File: src/rtl/interrupt_sequencer_pkg.sv
// Shared constants, FSM state type and rotate/encode helpers for the interrupt sequencer.
package interrupt_sequencer_pkg;

   localparam int NumIr = 8;
   localparam int LvlW  = 3;

   typedef enum logic [1:0] {StIdle, StAck1, StGap, StAck2} state_e;

   // r[i] = v[i + n]: bit n of v lands at position 0.
   function automatic logic [NumIr-1:0] rotate_right(input logic [NumIr-1:0] v,
                                                     input logic [LvlW-1:0]  n);
      logic [NumIr-1:0] r;
      for (int i = 0; i < NumIr; i++) begin
         r[i] = v[LvlW'(i) + n];
      end
      return r;
   endfunction

   function automatic logic [NumIr-1:0] rotate_left(input logic [NumIr-1:0] v,
                                                    input logic [LvlW-1:0]  n);
      logic [NumIr-1:0] r;
      for (int i = 0; i < NumIr; i++) begin
         r[i] = v[LvlW'(i) - n];
      end
      return r;
   endfunction

   // Index of the lowest set bit; 0 when v is empty.
   function automatic logic [LvlW-1:0] encode(input logic [NumIr-1:0] v);
      logic [LvlW-1:0] e;
      e = '0;
      for (int i = NumIr - 1; i >= 0; i--) begin
         if (v[i]) e = LvlW'(i);
      end
      return e;
   endfunction

endpackage

File: src/rtl/interrupt_sequencer_if.sv
// Request, acknowledge, EOI and vector signals between control logic and the interrupt sequencer.
interface interrupt_sequencer_if;
   import interrupt_sequencer_pkg::*;

   logic [NumIr-1:0] interrupt_req_register;
   logic [NumIr-1:0] interrupt_mask;
   logic             inta;
   logic             eoi_nonspecific;
   logic             eoi_specific;
   logic [LvlW-1:0]  eoi_level;
   logic             rotate_on_eoi;
   logic             auto_eoi_config;
   logic             auto_rotate_config;
   logic [4:0]       vector_base;
   logic             int_out;
   logic             freeze;
   logic [NumIr-1:0] clear_interrupt_req;
   logic [NumIr-1:0] in_service_register;
   logic [7:0]       data_out;
   logic             data_out_en;

   modport master (
      output interrupt_req_register, interrupt_mask, inta, eoi_nonspecific, eoi_specific,
             eoi_level, rotate_on_eoi, auto_eoi_config, auto_rotate_config, vector_base,
      input  int_out, freeze, clear_interrupt_req, in_service_register, data_out, data_out_en
   );

   modport slave (
      input  interrupt_req_register, interrupt_mask, inta, eoi_nonspecific, eoi_specific,
             eoi_level, rotate_on_eoi, auto_eoi_config, auto_rotate_config, vector_base,
      output int_out, freeze, clear_interrupt_req, in_service_register, data_out, data_out_en
   );

endinterface

File: src/rtl/interrupt_sequencer_priority_resolver.sv
// Finds the highest-priority set bit of req_i given the current lowest-priority level.
module interrupt_sequencer_priority_resolver
   import interrupt_sequencer_pkg::*;
(
   input  logic [NumIr-1:0] req_i,
   input  logic [LvlW-1:0]  lowest_i,
   output logic             valid_o,
   output logic [LvlW-1:0]  level_o,
   output logic [LvlW-1:0]  rank_o
);

   logic [LvlW-1:0]  base;
   logic [NumIr-1:0] rotated;

   // Rotate so the highest-priority level sits at bit 0; rank 0 is most urgent.
   assign base    = lowest_i + 3'd1;
   assign rotated = rotate_right(req_i, base);
   assign rank_o  = encode(rotated);
   assign level_o = rank_o + base;
   assign valid_o = |req_i;

endmodule

File: src/rtl/interrupt_sequencer.sv
// PIC arbitration and INTA sequencing core; owns the ISR and drives the IRR freeze/clear.
// Define ROTATING_PRIORITY_EN to enable the rotating lowest-priority pointer.
module interrupt_sequencer
   import interrupt_sequencer_pkg::*;
(
   input logic                 clk,
   input logic                 reset,
   interrupt_sequencer_if.slave bus
);

   state_e           state_q;
   logic             inta_q;
   logic [LvlW-1:0]  level_q;
   logic             spurious_q;
   logic             int_q;
   logic             freeze_q;
   logic [NumIr-1:0] clear_q;
   logic [NumIr-1:0] isr_q, isr_d;
   logic [7:0]       data_q;
   logic             data_en_q;
   logic [LvlW-1:0]  lowest_prio;

`ifdef ROTATING_PRIORITY_EN
   logic [LvlW-1:0] lowest_q, lowest_d;
   assign lowest_prio = lowest_q;
`else
   logic unused_rotate;
   assign lowest_prio   = 3'd7;
   assign unused_rotate = bus.rotate_on_eoi | bus.auto_rotate_config;
`endif

   logic             inta_rise, inta_fall;
   logic [NumIr-1:0] pending;
   logic             pend_valid, isr_valid, cand_valid;
   logic [LvlW-1:0]  pend_level, pend_rank, isr_level, isr_rank;
   logic             ack_start, aeoi_done;

   assign inta_rise = bus.inta & ~inta_q;
   assign inta_fall = ~bus.inta & inta_q;
   assign pending   = bus.interrupt_req_register & ~bus.interrupt_mask;

   interrupt_sequencer_priority_resolver u_pend_res (
      .req_i    (pending),
      .lowest_i (lowest_prio),
      .valid_o  (pend_valid),
      .level_o  (pend_level),
      .rank_o   (pend_rank)
   );

   interrupt_sequencer_priority_resolver u_isr_res (
      .req_i    (isr_q),
      .lowest_i (lowest_prio),
      .valid_o  (isr_valid),
      .level_o  (isr_level),
      .rank_o   (isr_rank)
   );

   // Fully nested: only a request strictly above every in-service level may interrupt.
   assign cand_valid = pend_valid && (!isr_valid || (pend_rank < isr_rank));
   assign ack_start  = (state_q == StIdle) && inta_rise;
   assign aeoi_done  = (state_q == StAck2) && inta_fall && bus.auto_eoi_config && !spurious_q;

   // Clears are applied before the acknowledge set so a same-cycle set wins.
   always_comb begin
      isr_d = isr_q;
`ifdef ROTATING_PRIORITY_EN
      lowest_d = lowest_q;
`endif
      if (bus.eoi_specific) begin
         isr_d[bus.eoi_level] = 1'b0;
`ifdef ROTATING_PRIORITY_EN
         if (bus.rotate_on_eoi) lowest_d = bus.eoi_level;
`endif
      end else if (bus.eoi_nonspecific && isr_valid) begin
         isr_d[isr_level] = 1'b0;
`ifdef ROTATING_PRIORITY_EN
         if (bus.rotate_on_eoi) lowest_d = isr_level;
`endif
      end
      if (aeoi_done) begin
         isr_d[level_q] = 1'b0;
`ifdef ROTATING_PRIORITY_EN
         if (bus.auto_rotate_config) lowest_d = level_q;
`endif
      end
      if (ack_start && cand_valid) isr_d[pend_level] = 1'b1;
   end

   always_ff @(posedge clk) begin
      if (reset) begin
         state_q    <= StIdle;
         inta_q     <= 1'b0;
         level_q    <= '0;
         spurious_q <= 1'b0;
         int_q      <= 1'b0;
         freeze_q   <= 1'b0;
         clear_q    <= '0;
         isr_q      <= '0;
         data_q     <= '0;
         data_en_q  <= 1'b0;
`ifdef ROTATING_PRIORITY_EN
         lowest_q   <= 3'd7;
`endif
      end else begin
         inta_q  <= bus.inta;
         isr_q   <= isr_d;
         clear_q <= '0;
`ifdef ROTATING_PRIORITY_EN
         lowest_q <= lowest_d;
`endif
         unique case (state_q)
            StIdle: begin
               int_q <= cand_valid;
               if (inta_rise) begin
                  state_q  <= StAck1;
                  freeze_q <= 1'b1;
                  int_q    <= 1'b0;
                  if (cand_valid) begin
                     level_q    <= pend_level;
                     spurious_q <= 1'b0;
                     clear_q    <= 8'b1 << pend_level;
                  end else begin
                     level_q    <= 3'd7;
                     spurious_q <= 1'b1;
                  end
               end
            end
            StAck1: begin
               if (inta_fall) state_q <= StGap;
            end
            StGap: begin
               if (inta_rise) begin
                  state_q   <= StAck2;
                  data_q    <= {bus.vector_base, level_q};
                  data_en_q <= 1'b1;
               end
            end
            StAck2: begin
               if (inta_fall) begin
                  state_q   <= StIdle;
                  freeze_q  <= 1'b0;
                  data_en_q <= 1'b0;
                  data_q    <= '0;
               end
            end
            default: state_q <= StIdle;
         endcase
      end
   end

   assign bus.int_out             = int_q;
   assign bus.freeze              = freeze_q;
   assign bus.clear_interrupt_req = clear_q;
   assign bus.in_service_register = isr_q;
   assign bus.data_out            = data_q;
   assign bus.data_out_en         = data_en_q;

endmodule

File: src/flat_wrapper.sv
// flat-port wrapper written by rule: the top's interface ports become plain ports
module interrupt_sequencer_flat import interrupt_sequencer_pkg::*;
  (clk, reset, bus_interrupt_req_register, bus_interrupt_mask, bus_inta, bus_eoi_nonspecific, bus_eoi_specific, bus_eoi_level, bus_rotate_on_eoi, bus_auto_eoi_config, bus_auto_rotate_config, bus_vector_base, bus_int_out, bus_freeze, bus_clear_interrupt_req, bus_in_service_register, bus_data_out, bus_data_out_en);
  interrupt_sequencer_if bus_i ();
  input logic clk;
  input logic reset;
  input wire logic [$bits(bus_i.interrupt_req_register)-1:0] bus_interrupt_req_register;
  input wire logic [$bits(bus_i.interrupt_mask)-1:0] bus_interrupt_mask;
  input wire logic [$bits(bus_i.inta)-1:0] bus_inta;
  input wire logic [$bits(bus_i.eoi_nonspecific)-1:0] bus_eoi_nonspecific;
  input wire logic [$bits(bus_i.eoi_specific)-1:0] bus_eoi_specific;
  input wire logic [$bits(bus_i.eoi_level)-1:0] bus_eoi_level;
  input wire logic [$bits(bus_i.rotate_on_eoi)-1:0] bus_rotate_on_eoi;
  input wire logic [$bits(bus_i.auto_eoi_config)-1:0] bus_auto_eoi_config;
  input wire logic [$bits(bus_i.auto_rotate_config)-1:0] bus_auto_rotate_config;
  input wire logic [$bits(bus_i.vector_base)-1:0] bus_vector_base;
  output wire logic [$bits(bus_i.int_out)-1:0] bus_int_out;
  output wire logic [$bits(bus_i.freeze)-1:0] bus_freeze;
  output wire logic [$bits(bus_i.clear_interrupt_req)-1:0] bus_clear_interrupt_req;
  output wire logic [$bits(bus_i.in_service_register)-1:0] bus_in_service_register;
  output wire logic [$bits(bus_i.data_out)-1:0] bus_data_out;
  output wire logic [$bits(bus_i.data_out_en)-1:0] bus_data_out_en;
  assign bus_i.interrupt_req_register = bus_interrupt_req_register;
  assign bus_i.interrupt_mask = bus_interrupt_mask;
  assign bus_i.inta = bus_inta;
  assign bus_i.eoi_nonspecific = bus_eoi_nonspecific;
  assign bus_i.eoi_specific = bus_eoi_specific;
  assign bus_i.eoi_level = bus_eoi_level;
  assign bus_i.rotate_on_eoi = bus_rotate_on_eoi;
  assign bus_i.auto_eoi_config = bus_auto_eoi_config;
  assign bus_i.auto_rotate_config = bus_auto_rotate_config;
  assign bus_i.vector_base = bus_vector_base;
  assign bus_int_out = bus_i.int_out;
  assign bus_freeze = bus_i.freeze;
  assign bus_clear_interrupt_req = bus_i.clear_interrupt_req;
  assign bus_in_service_register = bus_i.in_service_register;
  assign bus_data_out = bus_i.data_out;
  assign bus_data_out_en = bus_i.data_out_en;
  interrupt_sequencer u_core (.clk(clk), .reset(reset), .bus(bus_i));
endmodule
File: config.mk
export PLATFORM = sky130hd
export DESIGN_NAME = interrupt_sequencer_flat
export DESIGN_NICKNAME = d
export VERILOG_FILES = /design/src/rtl/interrupt_sequencer_pkg.sv /design/src/rtl/interrupt_sequencer_if.sv /design/src/rtl/interrupt_sequencer_priority_resolver.sv /design/src/rtl/interrupt_sequencer.sv /design/src/flat_wrapper.sv
export SDC_FILE = /design/constraint.sdc
export NUM_CORES = 1
export LEC_CHECK = 0
export ABC_CLOCK_PERIOD_IN_PS = 2170
export CELL_PAD_IN_SITES_DETAIL_PLACEMENT = 1
export CELL_PAD_IN_SITES_GLOBAL_PLACEMENT = 2
export CORE_AREA = 5 5 93 95
export CTS_BUF_LIST = sky130_fd_sc_hd__clkbuf_4 sky130_fd_sc_hd__clkbuf_8
export CTS_CLUSTER_DIAMETER = 120
export CTS_CLUSTER_SIZE = 40
export DETAILED_ROUTE_END_ITERATION = 7
export DIE_AREA = 0 0 98 100
export PLACE_DENSITY_LB_ADDON = 0.1
export SYNTH_ARGS = -nofsm -noshare
export SYNTH_HDL_FRONTEND = slang
export SYNTH_SLANG_ARGS = --single-unit
File: constraint.sdc
create_clock -name clk -period 2.17 [get_ports clk]
set_input_delay 0.3255 -clock clk [delete_from_list [all_inputs] [get_ports clk]]
set_output_delay 0.3255 -clock clk [all_outputs]
set_load 0.03 [all_outputs]
==> impl_metrics.toml <==
[status]
status = "finished, final reports clean"

[die]
die_x_um = 98
die_h_um = 100
dieArea_um2 = 9800
core_um2 = 7650
io_pins = 59
fp-row-count = 32
initial_core_util = 0.246

[logic_synthesis]
synthArstFlopShare = 0
synth_edf_count = 0
ys.flop_type = "dfxtp_1"
synth_area_leaders = "dfxtp_1, nor2_1, nor3b_1"
syn_area_per_cell_um2 = 8.41
post-synth-top-count-cell = "dfxtp_1"
syn_inst = 224
synth_seq_cells = 34
synth_top_area_frac = 0.361
yosys_warnings = 0
synth.largest_area_cell = "dfxtp_1"
synth_nets = 263
ys_seq_area_frac = 0.361
synth_cell_types = 49
yosys-top-cells-count = "dfxtp_1, nor2_1, a21oi_1, nand2_1, nor3b_1"
synth_area_um2 = 1880

[clock_tree]
htreeDepth = 2
tritoncts = "yes"
cts_buffers = 5
ctsRootBufferMaster = "clkbuf_8"
ctsHoldBuffers = 0
cts.sinks = 34
clockBufferDepth = 2
clock_latency_ns = 0.28
path_clk_slew_ns = 0.07

[grt]
grt_overflow_total = 0
grt_pass1_vias = 2137
grt_pass1_wl_mm = 10.5
grt_max_degree = 17
antenna_found_initial = 0
grtUsageTotal = 0.130

[final_layout]
finalNetCount = 365
area_growth_pct = 67.9
n_fill_cell = 904
multi_input_area_um2 = 1300
regArea_um2 = 683
n_antenna_cell = 0
drive_above_1_share = 0.266

[timing]
setup_slack_ns = 0.0409
period_needed_ns = 2.13
max-slew-margin-rel = 0.543
max_freq_ghz = 0.470
slew_violations = 0
whs_ns = 0.475
final-setup-viol-count = 0
hold_viol = 0
finalCritPeriodShare = 0.981
finClkSkew_ns = 0.00778
tightestPinTransition_ns = 0.684

[flow_run]
drv_cap = 0

[worst_setup_path]
critPathLaunchType = "input pin"
critPathArrivalTime_ns = 2.30
cp_data_required_time_ns = 2.34
path_max_fanout = 6
worstSetupPathType = "in -> reg"
cp-end-kind = "flop"

[detailed_routing]
drc = 0
drt_pass1_iterations = 4
ant_nets = 0
drt_iter0_markers = 61
wirelength_mm = 6.56
via_per_inst = 4.68
wl_per_cell_um = 15.3
num_vias = 2007

[place]
place_ws_ns = -0.528
numPortBuffers = 56
place.gp.congestion = 0.766
place_hpwl_mm = 5.02

[min_path]
hold_path_class = "in -> reg"

[power_and_ir_drop]
power-per-cell-area_nw_per_um2 = 696
p_leak_uw = 0.00128
ir_drop_mv = 0.484
==> metal layers <==
metal / wire, µm / up-vias / GRT usage / share of wire
met5: 0 / - / 0 / 0
met4: 23 / 0 / 0.0213 / 0.0035
met3: 307 / 2 / 0.0368 / 0.047
met2: 3370 / 38 / 0.233 / 0.51
met1: 2850 / 943 / 0.157 / 0.44
li1: - / 1024 / - / -
==> cells in the final DEF, fill, tap and decap left out, types with 4 or more instances in the layout <==
cell              n
dfxtp_1          32
nand4_1           5
dlygate4sd2_1     5
inv_1             8
dlymetal6s2s_1    9
ha_1              6
o2111ai_1         4
buf_4            43
a21oi_1          15
nor2_1           26
nand2_1          13
nor3b_1          12
nor2b_1           7
nor3_1            7
nor2b_4           4
nand2b_1          5
clkdlybuf4s50_1  42
clkbuf_8          6
o21ai_0           7
nand3_1           6
a31oi_1           4
o32ai_1           5
==> metrics by stage <==
| stage | cells | total power [µW] | TNS (ns) | util | cell area [µm²] |
|---|---|---|---|---|---|
| 6_report | 429 | 2200 | 0 | 0.414 | 3160 |
| 4_1_cts | 429 | 2200 | 0 | 0.401 | 3060 |
| 5_1_grt | 429 | 2360 | -0.00748 | 0.414 | 3160 |
| 2_1_floorplan | 224 | 1300 | 0 | - | 1880 |
| 3_3_place_gp | 408 | 1630 | -8.27 | 0.365 | 2790 |
| 3_5_place_dp | 408 | 1640 | -9.76 | 0.365 | 2790 |
==> flip-flops by register name, indices dropped and copies added (netlist names) <==
name and flops:
u_core.level_q 3, u_core.bus.in_service_register 8, u_core.inta_q 1, u_core.bus.clear_interrupt_req 8
u_core.spurious_q 1, u_core.bus.freeze 1, u_core.bus.data_out_en 1, u_core.bus.int_out 1
u_core.bus.data_out 8, u_core.state_q 2
==> final cells by class <==
type / instances / area share
multi-input cells: 175 / 0.412
flip-flops and latches: 34 / 0.216
clock inverters: 2 / 0.00395
repair buffers: 101 / 0.291
well taps: 102 / 0.0403
inverters: 9 / 0.0107
clock buffers: 6 / 0.0261
==> power breakdown <==
part / total (µW) / internal (µW) / switching, µW
sequential: 777 / 703 / 74.6
clock: 501 / 255 / 246
combinational: 925 / 435 / 490
total: 2200 / 1390 / 810
==> repair_timing <==
action,in CTS,in global routing
pin swaps,14,13
setup buffers,13,1
endpoints found under the setup margin,21,18
resized for setup,30,23
==> path summary, 6_finish.rpt <==
| kind | startpoint | cells past startpoint | slack (ns) | endpoint |
|---|---|---|---|---|
| worst min register to register | u_core.bus.freeze | 2 | 0.48 | u_core.bus.freeze |
| worst min-delay path | bus_interrupt_mask[2] | 4 | 0.47 | u_core.bus.clear_interrupt_req[2] |
| worst max register to register | u_core.bus.in_service_register[7] | 7 | 0.04 | u_core.bus.clear_interrupt_req[1] |
| worst max-delay path | bus_interrupt_req_register[6] | 10 | 0.04 | u_core.bus.clear_interrupt_req[1] |
==> cell families (layout without fill, tap and decap cells) <==
kind of cell | count (synthesis) | after routing | synth area share
and+or+nand+nor | 109 | 109 | 0.323
AOI/OAI and AO/OA | 59 | 59 | 0.239
adders and majority gates | 7 | 7 | 0.0465
buffers and inverters | 15 | 118 | 0.0299
DFF | 34 | 34 | 0.361
==> critical path: stages <==
cell and delay [ns]:
clkdlybuf4s50_1 0.51, nand2b_4 0.08, a21boi_4 0.17, o21ai_4 0.07, inv_1 0.06, ha_1 0.22
o21a_1 0.19, o21bai_4 0.25, o211ai_4 0.16, nor3_1 0.26
Power figures use the tool's default switching activity.
